File: config.mk
export PLATFORM = sky130hd
export DESIGN_NAME = usb_dev_fsm_flat
export DESIGN_NICKNAME = d
export VERILOG_FILES = /design/src/rtl/usb_pkg.sv /design/src/rtl/usb_dev_fsm_if.sv /design/src/rtl/usb_dev_fsm_toggle.sv /design/src/rtl/usb_dev_fsm.sv /design/src/flat_wrapper.sv
export SDC_FILE = /design/constraint.sdc
export NUM_CORES = 1
export LEC_CHECK = 0
export ABC_AREA = 1
export CORE_ASPECT_RATIO = 1.4
export CORE_MARGIN = 2
export CORE_UTILIZATION = 40
export CTS_CLUSTER_SIZE = 25
export DETAILED_ROUTE_END_ITERATION = 12
export PLACE_DENSITY = 0.86
export SLEW_MARGIN = 20
export SYNTH_ARGS = -nofsm -noshare
export SYNTH_HDL_FRONTEND = slang
export SYNTH_SLANG_ARGS = --single-unit
File: constraint.sdc
create_clock -name clk -period 4.3 [get_ports clk]
set_clock_uncertainty 0.15 [all_clocks]
set_input_delay 0.86 -clock clk [delete_from_list [all_inputs] [get_ports clk]]
set_output_delay 0.86 -clock clk [all_outputs]
set_load 0.02 [all_outputs]
File: src/rtl/usb_pkg.sv
// ---------------------------------------------------------------------------
// usb_pkg
// Shared definitions for the USB device transaction FSM: PID constants,
// the transaction state enum, the handshake retry limit and a helper that
// maps a data toggle bit onto its DATA0/DATA1 PID.
// Optional feature macro used by the design: USB_DEV_TOGGLE_EN.
// ---------------------------------------------------------------------------
package usb_pkg;

   localparam logic [7:0] PID_OUT   = 8'b1000_0111;
   localparam logic [7:0] PID_IN    = 8'b1001_0110;
   localparam logic [7:0] PID_DATA0 = 8'b1100_0011;
   localparam logic [7:0] PID_DATA1 = 8'b1101_0010;
   localparam logic [7:0] PID_ACK   = 8'b0100_1011;
   localparam logic [7:0] PID_NAK   = 8'b0101_1010;

   // Number of unacknowledged IN deliveries after which the packet is dropped.
   localparam logic [3:0] FAIL_LIMIT = 4'd8;

   typedef enum logic [2:0] {
      IDLE,
      RECV_DATA,
      SEND_HAND,
      SEND_DATA,
      RECV_HAND
   } state_t;

   function automatic logic [7:0] data_pid_for(input logic toggle);
      return toggle ? PID_DATA1 : PID_DATA0;
   endfunction

endpackage

File: src/rtl/usb_dev_fsm_if.sv
// ---------------------------------------------------------------------------
// usb_dev_fsm_if
// Groups every signal exchanged between the transaction FSM and its
// surroundings (token receiver, data/handshake receivers, senders and the
// OUT/IN buffers).
//   master : the surroundings -- drives tokens, receiver results, sender done
//            pulses and buffer status; observes the FSM's starts and status.
//   slave  : the FSM itself.
// Signals:
//   my_addr[6:0], tok_valid, tok_pid[7:0], tok_addr[6:0]
//   r_data_done, r_data_ok, r_data_pid[7:0], r_data_timeout
//   r_hand_done, r_hand_pid[7:0], r_hand_timeout
//   done_send_data, done_send_hand, rx_full, tx_ready
//   r_data_start, r_hand_start, start_send_data, start_send_hand,
//   send_pid[7:0], rx_commit, tx_consume, xfer_ok, xfer_fail
// ---------------------------------------------------------------------------
interface usb_dev_fsm_if;

   logic [6:0] my_addr;
   logic       tok_valid;
   logic [7:0] tok_pid;
   logic [6:0] tok_addr;

   logic       r_data_done;
   logic       r_data_ok;
   logic [7:0] r_data_pid;
   logic       r_data_timeout;

   logic       r_hand_done;
   logic [7:0] r_hand_pid;
   logic       r_hand_timeout;

   logic       done_send_data;
   logic       done_send_hand;
   logic       rx_full;
   logic       tx_ready;

   logic       r_data_start;
   logic       r_hand_start;
   logic       start_send_data;
   logic       start_send_hand;
   logic [7:0] send_pid;
   logic       rx_commit;
   logic       tx_consume;
   logic       xfer_ok;
   logic       xfer_fail;

   modport master (
      output my_addr, tok_valid, tok_pid, tok_addr,
      output r_data_done, r_data_ok, r_data_pid, r_data_timeout,
      output r_hand_done, r_hand_pid, r_hand_timeout,
      output done_send_data, done_send_hand, rx_full, tx_ready,
      input  r_data_start, r_hand_start, start_send_data, start_send_hand,
      input  send_pid, rx_commit, tx_consume, xfer_ok, xfer_fail
   );

   modport slave (
      input  my_addr, tok_valid, tok_pid, tok_addr,
      input  r_data_done, r_data_ok, r_data_pid, r_data_timeout,
      input  r_hand_done, r_hand_pid, r_hand_timeout,
      input  done_send_data, done_send_hand, rx_full, tx_ready,
      output r_data_start, r_hand_start, start_send_data, start_send_hand,
      output send_pid, rx_commit, tx_consume, xfer_ok, xfer_fail
   );

endinterface

File: src/rtl/usb_dev_fsm_toggle.sv
// ---------------------------------------------------------------------------
// usb_toggle
// Holds the OUT-direction (rx) and IN-direction (tx) data toggle bits.
// Only exists when USB_DEV_TOGGLE_EN is defined.
// Ports:
//   clk, rst_l           clock, synchronous active-high reset
//   rx_flip, tx_flip     single-cycle requests to invert the matching toggle
//   rx_toggle, tx_toggle current toggle values (0 = DATA0 expected/sent)
// ---------------------------------------------------------------------------
`ifdef USB_DEV_TOGGLE_EN
module usb_toggle (
   input  logic clk,
   input  logic rst_l,
   input  logic rx_flip,
   input  logic tx_flip,
   output logic rx_toggle,
   output logic tx_toggle
);

   // Each toggle advances only when a transfer in its direction has really
   // completed; a reset brings both sides back to DATA0.
   always_ff @(posedge clk) begin
      if (rst_l) begin
         rx_toggle <= 1'b0;
         tx_toggle <= 1'b0;
      end else begin
         if (rx_flip) begin
            rx_toggle <= ~rx_toggle;
         end
         if (tx_flip) begin
            tx_toggle <= ~tx_toggle;
         end
      end
   end

endmodule
`endif

File: src/rtl/usb_dev_fsm.sv
// ---------------------------------------------------------------------------
// usb_dev_fsm
// Device-side USB transaction sequencer. Reacts to OUT/IN tokens addressed
// to my_addr, starts the data/handshake receivers and senders, picks the
// handshake or data PID to send, and reports completion status.
// Ports:
//   clk    system clock
//   rst_l  synchronous active-high reset
//   bus    usb_dev_fsm_if.slave (tokens, receiver/sender results, buffer
//          status in; start pulses, send_pid and status pulses out)
// Optional feature: define USB_DEV_TOGGLE_EN to enable DATA0/DATA1 toggle
// tracking and duplicate OUT detection. Without it IN data always uses
// DATA0 and every good, unblocked OUT is committed.
// All outputs are registered and appear the cycle after their trigger.
// ---------------------------------------------------------------------------
module usb_dev_fsm
   import usb_pkg::*;
(
   input  logic         clk,
   input  logic         rst_l,
   usb_dev_fsm_if.slave bus
);

   state_t     state;
   state_t     state_nxt;

   logic [3:0] fail_cnt;
   logic [3:0] fail_cnt_nxt;
   logic       ack_commit;
   logic       ack_commit_nxt;

   logic       r_data_start_r,    r_data_start_nxt;
   logic       r_hand_start_r,    r_hand_start_nxt;
   logic       start_send_data_r, start_send_data_nxt;
   logic       start_send_hand_r, start_send_hand_nxt;
   logic [7:0] send_pid_r,        send_pid_nxt;
   logic       rx_commit_r,       rx_commit_nxt;
   logic       tx_consume_r,      tx_consume_nxt;
   logic       xfer_ok_r,         xfer_ok_nxt;
   logic       xfer_fail_r,       xfer_fail_nxt;

   logic       tok_hit;
   logic       out_hit;
   logic       in_hit;
   logic       data_good;
   logic       data_fail;
   logic       hand_ack;
   logic       hand_fail;
   logic       fail_at_limit;
   logic       data_match;
   logic [7:0] in_data_pid;

   // Input decode. A done pulse always wins over a coincident timeout, so
   // the timeout only counts when no done pulse is present.
   assign tok_hit       = bus.tok_valid && (bus.tok_addr == bus.my_addr);
   assign out_hit       = tok_hit && (bus.tok_pid == PID_OUT);
   assign in_hit        = tok_hit && (bus.tok_pid == PID_IN);
   assign data_good     = bus.r_data_done && bus.r_data_ok;
   assign data_fail     = (bus.r_data_done && !bus.r_data_ok) ||
                          (!bus.r_data_done && bus.r_data_timeout);
   assign hand_ack      = bus.r_hand_done && (bus.r_hand_pid == PID_ACK);
   assign hand_fail     = (bus.r_hand_done && (bus.r_hand_pid != PID_ACK)) ||
                          (!bus.r_hand_done && bus.r_hand_timeout);
   assign fail_at_limit = (fail_cnt == (FAIL_LIMIT - 4'd1));

`ifdef USB_DEV_TOGGLE_EN
   logic rx_toggle;
   logic tx_toggle;
   logic rx_flip;
   logic tx_flip;

   // The rx toggle advances exactly when an OUT packet is committed; the tx
   // toggle advances only when the host acknowledges our IN data.
   assign rx_flip = rx_commit_nxt;
   assign tx_flip = (state == RECV_HAND) && hand_ack;

   usb_toggle u_toggle (
      .clk       (clk),
      .rst_l     (rst_l),
      .rx_flip   (rx_flip),
      .tx_flip   (tx_flip),
      .rx_toggle (rx_toggle),
      .tx_toggle (tx_toggle)
   );

   // A data PID that does not match the expected toggle is a retransmission
   // of a packet we already committed: it is ACKed but not committed again.
   assign data_match  = (bus.r_data_pid == data_pid_for(rx_toggle));
   assign in_data_pid = data_pid_for(tx_toggle);
`else
   assign data_match  = 1'b1;
   assign in_data_pid = PID_DATA0;
`endif

   // State register plus all registered outputs and bookkeeping. Reset
   // drops any transaction in flight without reporting status.
   always_ff @(posedge clk) begin
      if (rst_l) begin
         state             <= IDLE;
         fail_cnt          <= 4'd0;
         ack_commit        <= 1'b0;
         r_data_start_r    <= 1'b0;
         r_hand_start_r    <= 1'b0;
         start_send_data_r <= 1'b0;
         start_send_hand_r <= 1'b0;
         send_pid_r        <= 8'h00;
         rx_commit_r       <= 1'b0;
         tx_consume_r      <= 1'b0;
         xfer_ok_r         <= 1'b0;
         xfer_fail_r       <= 1'b0;
      end else begin
         state             <= state_nxt;
         fail_cnt          <= fail_cnt_nxt;
         ack_commit        <= ack_commit_nxt;
         r_data_start_r    <= r_data_start_nxt;
         r_hand_start_r    <= r_hand_start_nxt;
         start_send_data_r <= start_send_data_nxt;
         start_send_hand_r <= start_send_hand_nxt;
         send_pid_r        <= send_pid_nxt;
         rx_commit_r       <= rx_commit_nxt;
         tx_consume_r      <= tx_consume_nxt;
         xfer_ok_r         <= xfer_ok_nxt;
         xfer_fail_r       <= xfer_fail_nxt;
      end
   end

   // Next-state logic. Tokens are only looked at in IDLE; every other state
   // waits for the result of the sub-FSM it started.
   always_comb begin
      state_nxt = state;
      case (state)
         IDLE: begin
            if (out_hit) begin
               state_nxt = RECV_DATA;
            end else if (in_hit) begin
               state_nxt = bus.tx_ready ? SEND_DATA : SEND_HAND;
            end
         end
         RECV_DATA: begin
            if (data_good) begin
               state_nxt = SEND_HAND;
            end else if (data_fail) begin
               state_nxt = IDLE;
            end
         end
         SEND_HAND: begin
            if (bus.done_send_hand) begin
               state_nxt = IDLE;
            end
         end
         SEND_DATA: begin
            if (bus.done_send_data) begin
               state_nxt = RECV_HAND;
            end
         end
         RECV_HAND: begin
            if (hand_ack || hand_fail) begin
               state_nxt = IDLE;
            end
         end
         default: state_nxt = IDLE;
      endcase
   end

   // Output logic, computing the values registered on the next edge.
   // send_pid holds its last value between loads so the active sender sees
   // a stable PID until its done pulse. ack_commit remembers whether the
   // handshake in flight is an ACK for a committed packet, which is the only
   // case that earns xfer_ok when the handshake finishes.
   always_comb begin
      fail_cnt_nxt        = fail_cnt;
      ack_commit_nxt      = ack_commit;
      r_data_start_nxt    = 1'b0;
      r_hand_start_nxt    = 1'b0;
      start_send_data_nxt = 1'b0;
      start_send_hand_nxt = 1'b0;
      send_pid_nxt        = send_pid_r;
      rx_commit_nxt       = 1'b0;
      tx_consume_nxt      = 1'b0;
      xfer_ok_nxt         = 1'b0;
      xfer_fail_nxt       = 1'b0;
      case (state)
         IDLE: begin
            if (out_hit) begin
               r_data_start_nxt = 1'b1;
            end else if (in_hit) begin
               if (bus.tx_ready) begin
                  start_send_data_nxt = 1'b1;
                  send_pid_nxt        = in_data_pid;
               end else begin
                  start_send_hand_nxt = 1'b1;
                  send_pid_nxt        = PID_NAK;
                  ack_commit_nxt      = 1'b0;
               end
            end
         end
         RECV_DATA: begin
            if (data_good) begin
               start_send_hand_nxt = 1'b1;
               if (bus.rx_full) begin
                  send_pid_nxt   = PID_NAK;
                  ack_commit_nxt = 1'b0;
               end else begin
                  send_pid_nxt   = PID_ACK;
                  rx_commit_nxt  = data_match;
                  ack_commit_nxt = data_match;
               end
            end else if (data_fail) begin
               xfer_fail_nxt = 1'b1;
            end
         end
         SEND_HAND: begin
            if (bus.done_send_hand) begin
               xfer_ok_nxt    = ack_commit;
               ack_commit_nxt = 1'b0;
            end
         end
         SEND_DATA: begin
            if (bus.done_send_data) begin
               r_hand_start_nxt = 1'b1;
            end
         end
         RECV_HAND: begin
            if (hand_ack) begin
               tx_consume_nxt = 1'b1;
               xfer_ok_nxt    = 1'b1;
               fail_cnt_nxt   = 4'd0;
            end else if (hand_fail) begin
               if (fail_at_limit) begin
                  tx_consume_nxt = 1'b1;
                  xfer_fail_nxt  = 1'b1;
                  fail_cnt_nxt   = 4'd0;
               end else begin
                  fail_cnt_nxt = fail_cnt + 4'd1;
               end
            end
         end
         default: begin
            fail_cnt_nxt = fail_cnt;
         end
      endcase
   end

   assign bus.r_data_start    = r_data_start_r;
   assign bus.r_hand_start    = r_hand_start_r;
   assign bus.start_send_data = start_send_data_r;
   assign bus.start_send_hand = start_send_hand_r;
   assign bus.send_pid        = send_pid_r;
   assign bus.rx_commit       = rx_commit_r;
   assign bus.tx_consume      = tx_consume_r;
   assign bus.xfer_ok         = xfer_ok_r;
   assign bus.xfer_fail       = xfer_fail_r;

endmodule

File: src/flat_wrapper.sv
// flat-port wrapper written by rule: the top's interface ports become plain ports
module usb_dev_fsm_flat import usb_pkg::*;
  (clk, rst_l, bus_my_addr, bus_tok_valid, bus_tok_pid, bus_tok_addr, bus_r_data_done, bus_r_data_ok, bus_r_data_pid, bus_r_data_timeout, bus_r_hand_done, bus_r_hand_pid, bus_r_hand_timeout, bus_done_send_data, bus_done_send_hand, bus_rx_full, bus_tx_ready, bus_r_data_start, bus_r_hand_start, bus_start_send_data, bus_start_send_hand, bus_send_pid, bus_rx_commit, bus_tx_consume, bus_xfer_ok, bus_xfer_fail);
  usb_dev_fsm_if bus_i ();
  input  logic clk;
  input  logic rst_l;
  input wire logic [$bits(bus_i.my_addr)-1:0] bus_my_addr;
  input wire logic [$bits(bus_i.tok_valid)-1:0] bus_tok_valid;
  input wire logic [$bits(bus_i.tok_pid)-1:0] bus_tok_pid;
  input wire logic [$bits(bus_i.tok_addr)-1:0] bus_tok_addr;
  input wire logic [$bits(bus_i.r_data_done)-1:0] bus_r_data_done;
  input wire logic [$bits(bus_i.r_data_ok)-1:0] bus_r_data_ok;
  input wire logic [$bits(bus_i.r_data_pid)-1:0] bus_r_data_pid;
  input wire logic [$bits(bus_i.r_data_timeout)-1:0] bus_r_data_timeout;
  input wire logic [$bits(bus_i.r_hand_done)-1:0] bus_r_hand_done;
  input wire logic [$bits(bus_i.r_hand_pid)-1:0] bus_r_hand_pid;
  input wire logic [$bits(bus_i.r_hand_timeout)-1:0] bus_r_hand_timeout;
  input wire logic [$bits(bus_i.done_send_data)-1:0] bus_done_send_data;
  input wire logic [$bits(bus_i.done_send_hand)-1:0] bus_done_send_hand;
  input wire logic [$bits(bus_i.rx_full)-1:0] bus_rx_full;
  input wire logic [$bits(bus_i.tx_ready)-1:0] bus_tx_ready;
  output wire logic [$bits(bus_i.r_data_start)-1:0] bus_r_data_start;
  output wire logic [$bits(bus_i.r_hand_start)-1:0] bus_r_hand_start;
  output wire logic [$bits(bus_i.start_send_data)-1:0] bus_start_send_data;
  output wire logic [$bits(bus_i.start_send_hand)-1:0] bus_start_send_hand;
  output wire logic [$bits(bus_i.send_pid)-1:0] bus_send_pid;
  output wire logic [$bits(bus_i.rx_commit)-1:0] bus_rx_commit;
  output wire logic [$bits(bus_i.tx_consume)-1:0] bus_tx_consume;
  output wire logic [$bits(bus_i.xfer_ok)-1:0] bus_xfer_ok;
  output wire logic [$bits(bus_i.xfer_fail)-1:0] bus_xfer_fail;
  assign bus_i.my_addr = bus_my_addr;
  assign bus_i.tok_valid = bus_tok_valid;
  assign bus_i.tok_pid = bus_tok_pid;
  assign bus_i.tok_addr = bus_tok_addr;
  assign bus_i.r_data_done = bus_r_data_done;
  assign bus_i.r_data_ok = bus_r_data_ok;
  assign bus_i.r_data_pid = bus_r_data_pid;
  assign bus_i.r_data_timeout = bus_r_data_timeout;
  assign bus_i.r_hand_done = bus_r_hand_done;
  assign bus_i.r_hand_pid = bus_r_hand_pid;
  assign bus_i.r_hand_timeout = bus_r_hand_timeout;
  assign bus_i.done_send_data = bus_done_send_data;
  assign bus_i.done_send_hand = bus_done_send_hand;
  assign bus_i.rx_full = bus_rx_full;
  assign bus_i.tx_ready = bus_tx_ready;
  assign bus_r_data_start = bus_i.r_data_start;
  assign bus_r_hand_start = bus_i.r_hand_start;
  assign bus_start_send_data = bus_i.start_send_data;
  assign bus_start_send_hand = bus_i.start_send_hand;
  assign bus_send_pid = bus_i.send_pid;
  assign bus_rx_commit = bus_i.rx_commit;
  assign bus_tx_consume = bus_i.tx_consume;
  assign bus_xfer_ok = bus_i.xfer_ok;
  assign bus_xfer_fail = bus_i.xfer_fail;
  usb_dev_fsm u_core (.clk(clk), .rst_l(rst_l), .bus(bus_i));
endmodule
==> results of run 1 <==
worst max-delay path by stage:
stage | from | end | slack (ps) | depth (start not counted)
final | bus_my_addr[0] | u_core.ack_commit$_SDFFE_PP0P_ | 1970 | 14
after global routing | bus_tok_addr[4] | u_core.state[0]$_SDFFE_PP0P_ | 1820 | 12
after CTS | bus_my_addr[0] | u_core.ack_commit$_SDFFE_PP0P_ | 1970 | 14
after detailed placement | bus_my_addr[0] | u_core.ack_commit$_SDFFE_PP0P_ | 1700 | 14
after global placement | bus_my_addr[0] | u_core.ack_commit$_SDFFE_PP0P_ | 1730 | 14
after floorplan | bus_tok_addr[5] | u_core.ack_commit$_SDFFE_PP0P_ | 2330 | 13
state kept, by name, indices dropped and copies added, names as in the netlist:
register                    count
u_core.bus.start_send_data      1
u_core.state                    3
u_core.bus.send_pid             5
u_core.ack_commit               1
u_core.fail_cnt                 4
u_core.bus.xfer_fail            1
u_core.bus.rx_commit            1
u_core.bus.r_hand_start         1
u_core.bus.tx_consume           1
u_core.bus.start_send_hand      1
u_core.bus.r_data_start         1
u_core.bus.xfer_ok              1
critical path, stage by stage:
cell	delay, ps
sky130_fd_sc_hd__clkdlybuf4s50_1	480
sky130_fd_sc_hd__inv_1	40
sky130_fd_sc_hd__nand2_1	50
sky130_fd_sc_hd__nand2_1	60
sky130_fd_sc_hd__nor2_1	80
sky130_fd_sc_hd__nand2_1	70
sky130_fd_sc_hd__nor2_2	160
sky130_fd_sc_hd__nand2_2	100
sky130_fd_sc_hd__nand2_4	110
sky130_fd_sc_hd__nand2_2	50
sky130_fd_sc_hd__nor2_2	110
sky130_fd_sc_hd__nand2_1	50
sky130_fd_sc_hd__nand2_1	60
sky130_fd_sc_hd__nor2_1	40
power groups by stage:
| stage | sequential (uW) | combinational (uW) | clock (uW) |
|---|---|---|---|
| floorplan | 269 | 194 | 0 |
| global placement | 248 | 315 | 0 |
| finish | 243 | 319 | 129 |
| global route | 248 | 353 | 138 |
| CTS | 244 | 322 | 132 |
| detailed placement | 248 | 319 | 0 |
per-stage QoR:
stage	power (uW)	setup slack [ps]	util, %	hold WS (ps)
after floorplan	462.6	2327	-	304.9
after global placement	562.5	1731	62.20	303.6
after detailed placement	567.0	1698	62.20	304.9
after CTS	697.3	1968	63.75	316.2
after global routing	739.0	1824	63.75	341.3
final	691.5	1972	63.75	309.7
cells by family (layout without fill, tap and decap cells):
logic type | count (synthesis) | count (layout) | share of synthesized area, %
adder cells (fa/ha/maj) | 1 | 1 | 1.014
XOR/XNOR | 1 | 1 | 0.7101
buffers and inverters | 41 | 96 | 13.39
other | 1 | 2 | 0.3040
flip-flops | 21 | 21 | 34.08
AO/OA/AOI/OAI | 21 | 21 | 9.736
AND/OR/NAND/NOR | 109 | 109 | 40.77
per-layer routing:
layer / share of wire (%) / global-route usage (%) / wire (um)
met4: 1.6 / 6.006 / 45
met1: 41 / 17.22 / 1168
met5: 0 / 0 / 0
met3: 7.1 / 3.879 / 201
met2: 50 / 30.30 / 1414
synthesized netlist by cell type:
master / number / area, um^2
sky130_fd_sc_hd__nand2_1: 45 / 168.9
sky130_fd_sc_hd__inv_1: 34 / 127.6
sky130_fd_sc_hd__nor2_1: 28 / 105.1
sky130_fd_sc_hd__dfxtp_1: 21 / 420.4
sky130_fd_sc_hd__a21oi_1: 12 / 60.06
sky130_fd_sc_hd__nand3_1: 12 / 60.06
sky130_fd_sc_hd__nor3_1: 8 / 40.04
sky130_fd_sc_hd__nor2_2: 4 / 25.02
sky130_fd_sc_hd__buf_4: 3 / 22.52
sky130_fd_sc_hd__inv_2: 3 / 11.26
sky130_fd_sc_hd__nand2_2: 3 / 18.77
sky130_fd_sc_hd__nor2_4: 3 / 33.78
sky130_fd_sc_hd__o21ai_0: 3 / 15.01
sky130_fd_sc_hd__a211oi_1: 2 / 15.01
sky130_fd_sc_hd__nand2_4: 2 / 22.52
sky130_fd_sc_hd__o21a_1: 2 / 15.01
sky130_fd_sc_hd__a21oi_2: 1 / 8.760
sky130_fd_sc_hd__clkbuf_1: 1 / 3.750
sky130_fd_sc_hd__conb_1: 1 / 3.750
sky130_fd_sc_hd__ha_1: 1 / 12.51
sky130_fd_sc_hd__nand4_1: 1 / 6.260
sky130_fd_sc_hd__nor3_2: 1 / 10.01
sky130_fd_sc_hd__nor4_1: 1 / 6.260
sky130_fd_sc_hd__o22ai_1: 1 / 6.260
sky130_fd_sc_hd__or2_2: 1 / 6.260
sky130_fd_sc_hd__xnor2_1: 1 / 8.760
cell type report:
| cell class | instances | share of cell area [%] |
|---|---|---|
| Timing Repair Buffer | 55 | 29.71 |
| Tap cell | 37 | 2.498 |
| Clock buffer | 4 | 2.431 |
| Inverter | 37 | 7.495 |
| Multi-Input combinational cell | 134 | 35.18 |
| Sequential cell | 21 | 22.69 |
==> summary.log, run 1 <==
qor: sta.setup_repair_after_global_routing_missed_its_margin no
qor: sta.period_minus_ws_final 2328 ps
qor: route.drt_iter0_drc 23
qor: worst_hold_path.worstHoldPathType flip-flop to flip-flop
qor: layout.layout_commonest_cell sky130_fd_sc_hd__clkdlybuf4s50_1
qor: synth.synthesis.instances 195
qor: pwr.switching_share 37.72%
qor: synth.synth.yosys.warnings 0
qor: sta.max_freq 429.5 MHz
qor: die.std_cell_rows 23
qor: layout.layout.cells.most_common_list sky130_fd_sc_hd__clkdlybuf4s50_1, sky130_fd_sc_hd__nand2_1, sky130_fd_sc_hd__inv_1
qor: critical_path.r2r_depth 7
qor: worst_hold_path.hold_depth 2
qor: critical_path.worst_r2r_startpoint u_core.state[2]$_SDFFE_PP0P_
qor: global_route.antenna_found_initial 0
qor: layout.antenna_cells_inserted 0
qor: die.dieArea 3551 um^2
qor: route.drt.antenna.violating_nets 0
qor: clock_tree.post_cts_resized 0
qor: worst_hold_path.hold_end u_core.bus.send_pid[7]$_SDFFE_PP0P_
qor: layout.drive_gt1_share 8.367%
qor: clock_tree.cts_sinks 21
qor: sta.worst_slew_margin_rel 60.92%
qor: sta.timing.final.max_slew_violations 0
qor: route.vias 1341
qor: critical_path.setup.reg_to_reg.worst_slack 2730 ps
qor: sta.tightest_slew 584.4 ps
qor: clock_tree.postCtsSetupRepairBufs 0
qor: critical_path.criticalPathCategory primary input to flip-flop
qor: pwr.seq_power_share 35.2%
qor: placement.area_after_dpl 1808 um^2
qor: critical_path.worstSetupStartpointType primary input
qor: layout.num-nets-final 303
qor: critical_path.end_kind flip-flop
qor: layout.syn_to_final_growth 50.20%
qor: global_route.grtUsageTotal 16.40%
qor: die.core_area 2907 um^2
qor: sta.timing.setup.tns 0 ps
qor: global_route.grt_start_max_net_pins 16
qor: sta.timing_hold_violations_final 0
qor: sta.setup_viol 0
qor: critical_path.crit_required 4310 ps
qor: placement.placed_cells_incl_taps 284
qor: layout.final_cell_count_no_fill 288
qor: synth.synthesis.area_per_instance 6.327 um^2
qor: pwr.power_density 373.2 nW/um^2
qor: clock_tree.worstSkewPairLatency 260 ps
qor: die.io_pins 66
qor: run_status.status complete, no violations
qor: die.die_height 69.71 um
qor: global_route.first_global_vias 1228
qor: placement.port_buffers 55
qor: clock_tree.clockRootBuffer sky130_fd_sc_hd__clkbuf_8
qor: clock_tree.clock_tree.htree_level_count 1
qor: worst_hold_path.holdCritStartpoint u_core.bus.send_pid[7]$_SDFFE_PP0P_
qor: clock_tree.cts.path.max_buffers 2
qor: synth.netlist-cell-type-count 26
qor: clock_tree.clkTransAtPathRegs 70 ps
qor: route.wire_length_per_cell 9.823 um
qor: placement.finalWeightedCongestion 0.7709
qor: pwr.power.switching 260.8 uW
qor: pwr.p_clk_share 18.7%
qor: placement.place.detailed.hpwl 2296 um
qor: pwr.internal_power 430.7 uW
qor: route.drcViolationCount 0
qor: sta.share_of_the_clock_period_used_by_the_worst_path_after_layout 54.14%
qor: layout.fillerInstances 266
qor: synth.seq_total_area_yosys 34.08%
qor: route.via_per_inst 4.656
qor: die.die_width 50.94 um
qor: global_route.wire_length_of_the_first_global_routing_pass 4692 um
qor: clock_tree.ctsHoldBuffers 0
qor: critical_path.critical_path.max_fanout 5
qor: pwr.worst_ir_drop_vdd 373.3 uV
qor: critical_path.crit-reg2reg-capture u_core.state[0]$_SDFFE_PP0P_
qor: pwr.static-leakage-power 0.0008441 uW
qor: clock_tree.cts_buffers 3
qor: clock_tree.clock_tree_from_tritoncts done
qor: critical_path.crit_arrival 2340 ps
qor: synth.post_synth_instance_area 1234 um^2
qor: layout.final_design_instance_area_without_fill 1853 um^2
qor: route.wire_length_after_detailed_routing 2829 um
qor: pwr.power.share.combinational 46.1%
qor: global_route.overflow 0
qor: die.starting_density 42.45%
qor: layout.multi_input_area 651.9 um^2
qor: run.maxCapViolCount 0
qor: route.detail_route.first_pass.iterations 4
qor: layout.register_area 420.4 um^2
qor: synth.postSynthRegisterBits 21
(Power assumes the default switching activity.)
==> inputs of run 2 (changes only) <==
--- a/config.mk
+++ b/config.mk
@@ -8,10 +8,10 @@
 export ABC_AREA = 1
 export CORE_ASPECT_RATIO = 1.4
 export CORE_MARGIN = 2
-export CORE_UTILIZATION = 40
+export CORE_UTILIZATION = 35
 export CTS_CLUSTER_SIZE = 25
 export DETAILED_ROUTE_END_ITERATION = 12
-export PLACE_DENSITY = 0.86
+export PLACE_DENSITY = 0.8
 export SLEW_MARGIN = 20
 export SYNTH_ARGS = -nofsm -noshare
 export SYNTH_HDL_FRONTEND = slang
==> constraint.sdc (replaced) <==
create_clock -name clk -period 2.1 [get_ports clk]
set_clock_uncertainty 0.15 [all_clocks]
set_input_delay 0.42 -clock clk [delete_from_list [all_inputs] [get_ports clk]]
set_output_delay 0.42 -clock clk [all_outputs]
set_load 0.02 [all_outputs]
==> summary.log, run 2 (synthesized netlist as in run 1, its figures left out) <==
qor: run_status.status complete, no violations
qor: die.die_height 74.25 um
qor: critical_path.crit_path_cell_trace clkdlybuf4s50_1, inv_1, nand2_1, nand2_1, nor2_1, nand2_1, nor2_2, nand2_2, nand2_4, nand2_2, nor2_2, nand2_1, nand2_1, nor2_1
qor: die.std_cell_rows 25
qor: die.core_area 3378 um^2
qor: pwr.seq_power_share 35.3%
qor: clock_tree.post_cts_resized 0
qor: critical_path.cpMaxStageDelayCell sky130_fd_sc_hd__clkdlybuf4s50_1
qor: clock_tree.postCtsSetupRepairBufs 0
qor: critical_path.crit_arrival 1890 ps
qor: clock_tree.clkTransAtPathRegs 80 ps
qor: placement.area_after_dpl 1819 um^2
qor: sta.setup_repair_after_global_routing_missed_its_margin no
qor: route.drt_iter0_drc 23
qor: clock_tree.cts_sinks 21
qor: critical_path.end_kind flip-flop
qor: clock_tree.worstSkewPairLatency 260 ps
qor: critical_path.r2r_depth 7
qor: route.via_per_inst 4.524
qor: critical_path.crit-reg2reg-capture u_core.state[0]$_SDFFE_PP0P_
qor: placement.finalWeightedCongestion 0.7952
qor: layout.layout_commonest_cell sky130_fd_sc_hd__clkdlybuf4s50_1
qor: global_route.wire_length_of_the_first_global_routing_pass 4491 um
qor: global_route.first_global_vias 1204
qor: critical_path.path_buf_inv 2
qor: critical_path.cp_top_family simple AND/OR/NAND/NOR gates
qor: die.io_pins 66
qor: route.vias 1321
qor: critical_path.criticalPathCategory primary input to flip-flop
qor: pwr.power_density 763.2 nW/um^2
qor: route.wire_length_after_detailed_routing 2848 um
qor: placement.placed_cells_incl_taps 288
qor: layout.fillerInstances 334
qor: sta.setup_viol 0
qor: clock_tree.ctsHoldBuffers 0
qor: run.maxCapViolCount 0
qor: worst_hold_path.hold_end u_core.bus.send_pid[6]$_SDFFE_PP0P_
qor: placement.place.detailed.hpwl 2345 um
qor: pwr.switching_share 38.19%
qor: pwr.internal_power 880.0 uW
qor: clock_tree.clockRootBuffer sky130_fd_sc_hd__clkbuf_8
qor: critical_path.worstSetupStartpointType primary input
qor: critical_path.worst_r2r_startpoint u_core.state[1]$_SDFFE_PP0P_
qor: worst_hold_path.worstHoldPathType flip-flop to flip-flop
qor: pwr.p_clk_share 18.4%
qor: pwr.power.switching 543.8 uW
qor: layout.final_cell_count_no_fill 292
qor: route.detail_route.first_pass.iterations 4
qor: route.drt.antenna.violating_nets 0
qor: clock_tree.cts.path.max_buffers 2
qor: sta.share_of_the_clock_period_used_by_the_worst_path_after_layout 89.24%
qor: worst_hold_path.holdCritStartpoint u_core.bus.send_pid[6]$_SDFFE_PP0P_
qor: global_route.antenna_found_initial 0
qor: die.dieArea 4022 um^2
qor: sta.max_freq 533.6 MHz
qor: sta.timing_hold_violations_final 0
qor: critical_path.setup.reg_to_reg.worst_slack 520 ps
qor: pwr.post_route_total_power 1424 uW
qor: layout.drive_gt1_share 9.127%
qor: route.wire_length_per_cell 9.753 um
qor: placement.port_buffers 55
qor: worst_hold_path.hold_depth 2
qor: pwr.power.share.combinational 46.3%
qor: global_route.grtUsageTotal 14.59%
qor: critical_path.crit_required 2110 ps
qor: layout.final_core_util 55.22%
qor: route.drcViolationCount 0
qor: die.die_width 54.18 um
qor: layout.num-nets-final 304
qor: global_route.overflow 0
qor: die.starting_density 36.52%
qor: sta.timing.final.max_slew_violations 0
qor: clock_tree.clock_tree_from_tritoncts done
qor: layout.layout.cells.most_common_list sky130_fd_sc_hd__clkdlybuf4s50_1, sky130_fd_sc_hd__nand2_1, sky130_fd_sc_hd__inv_1
qor: clock_tree.clock_tree.htree_level_count 1
qor: critical_path.critical_path.max_fanout 5
qor: layout.antenna_cells_inserted 0
qor: layout.final_design_instance_area_without_fill 1866 um^2
qor: global_route.grt_start_max_net_pins 13
qor: critical_path.crit_path_max_incr_delay 480 ps
qor: pwr.worst_ir_drop_vdd 521.2 uV
qor: layout.largest_reg_flops 5
qor: sta.period_minus_ws_final 1874 ps
qor: pwr.static-leakage-power 0.0008516 uW
qor: layout.syn_to_final_growth 51.22%
qor: clock_tree.cts_buffers 3
qor: critical_path.cp_common_cell sky130_fd_sc_hd__nand2_1
## run 2: changes by cell type in the layout (fill, tap and decap cells not counted), sizes merged
cell / before / now
buf: 0 / 1
clkbuf: 4 / 3
clkinv: 0 / 1
## run 2: worst max-delay path by stage
stage,start,to,slack [ps],depth (start not counted)
after floorplan,bus_tok_addr[5],u_core.ack_commit$_SDFFE_PP0P_,570,13
after global placement,bus_my_addr[0],u_core.ack_commit$_SDFFE_PP0P_,-40,14
after detailed placement,bus_tok_addr[0],u_core.ack_commit$_SDFFE_PP0P_,-70,14
after CTS,bus_my_addr[0],u_core.ack_commit$_SDFFE_PP0P_,200,14
after global routing,bus_my_addr[0],u_core.ack_commit$_SDFFE_PP0P_,40,14
final,bus_my_addr[0],u_core.ack_commit$_SDFFE_PP0P_,230,14
## run 2: stage by stage
step	setup slack, ps	hold WS, ps	TNS, ps
detailed placement	-73.83	309.9	-141.8
global route	41.43	342.3	0
global placement	-39.24	306.0	-55.62
floorplan	566.9	304.9	0
CTS	201.2	320.1	0
finish	226.0	320.7	0
## run 2: layout make-up
type | count | area [um^2] | area share (%)
multi-input cells | 134 | 651.9 | 34.94
clock inverters | 1 | 5.005 | 0.2683
flip-flops and latches | 21 | 420.4 | 22.54
clock buffers | 3 | 41.29 | 2.213
well taps | 40 | 50.05 | 2.683
repair buffers | 56 | 558.0 | 29.91
inverters | 37 | 138.9 | 7.445
## run 2: power by group through the flow
stage	sequential (uW)	clock (uW)	combinational, uW
global placement	510	0	649
detailed placement	511	0	661
floorplan	551	0	397
finish	502	262	659
CTS	502	270	666
global route	508	284	731
## run 2: worst reg2reg max path, cell delays in order, from the launching register on
cell	delay, ps
sky130_fd_sc_hd__dfxtp_1	440
sky130_fd_sc_hd__nor2_2	70
sky130_fd_sc_hd__nand2_1	150
sky130_fd_sc_hd__nor3_1	80
sky130_fd_sc_hd__nor3_1	280
sky130_fd_sc_hd__nand2_1	110
sky130_fd_sc_hd__o21ai_0	150
sky130_fd_sc_hd__nor2_1	50
## run 2: metal layers
layer,GRT usage [%],part of all wire [%]
met5,0,0
met4,8.056,1.8
met3,2.610,6.5
met2,27.58,53
met1,14.18,38
==> inputs of run 3 (changes only) <==
--- a/config.mk
+++ b/config.mk
@@ -9,7 +9,6 @@
 export CORE_ASPECT_RATIO = 1.4
 export CORE_MARGIN = 2
 export CORE_UTILIZATION = 35
-export CTS_CLUSTER_SIZE = 25
 export DETAILED_ROUTE_END_ITERATION = 12
 export PLACE_DENSITY = 0.8
 export SLEW_MARGIN = 20
==> results of run 3 <==
Same layout as run 2: the final DEF is identical, and so are final timing and power.
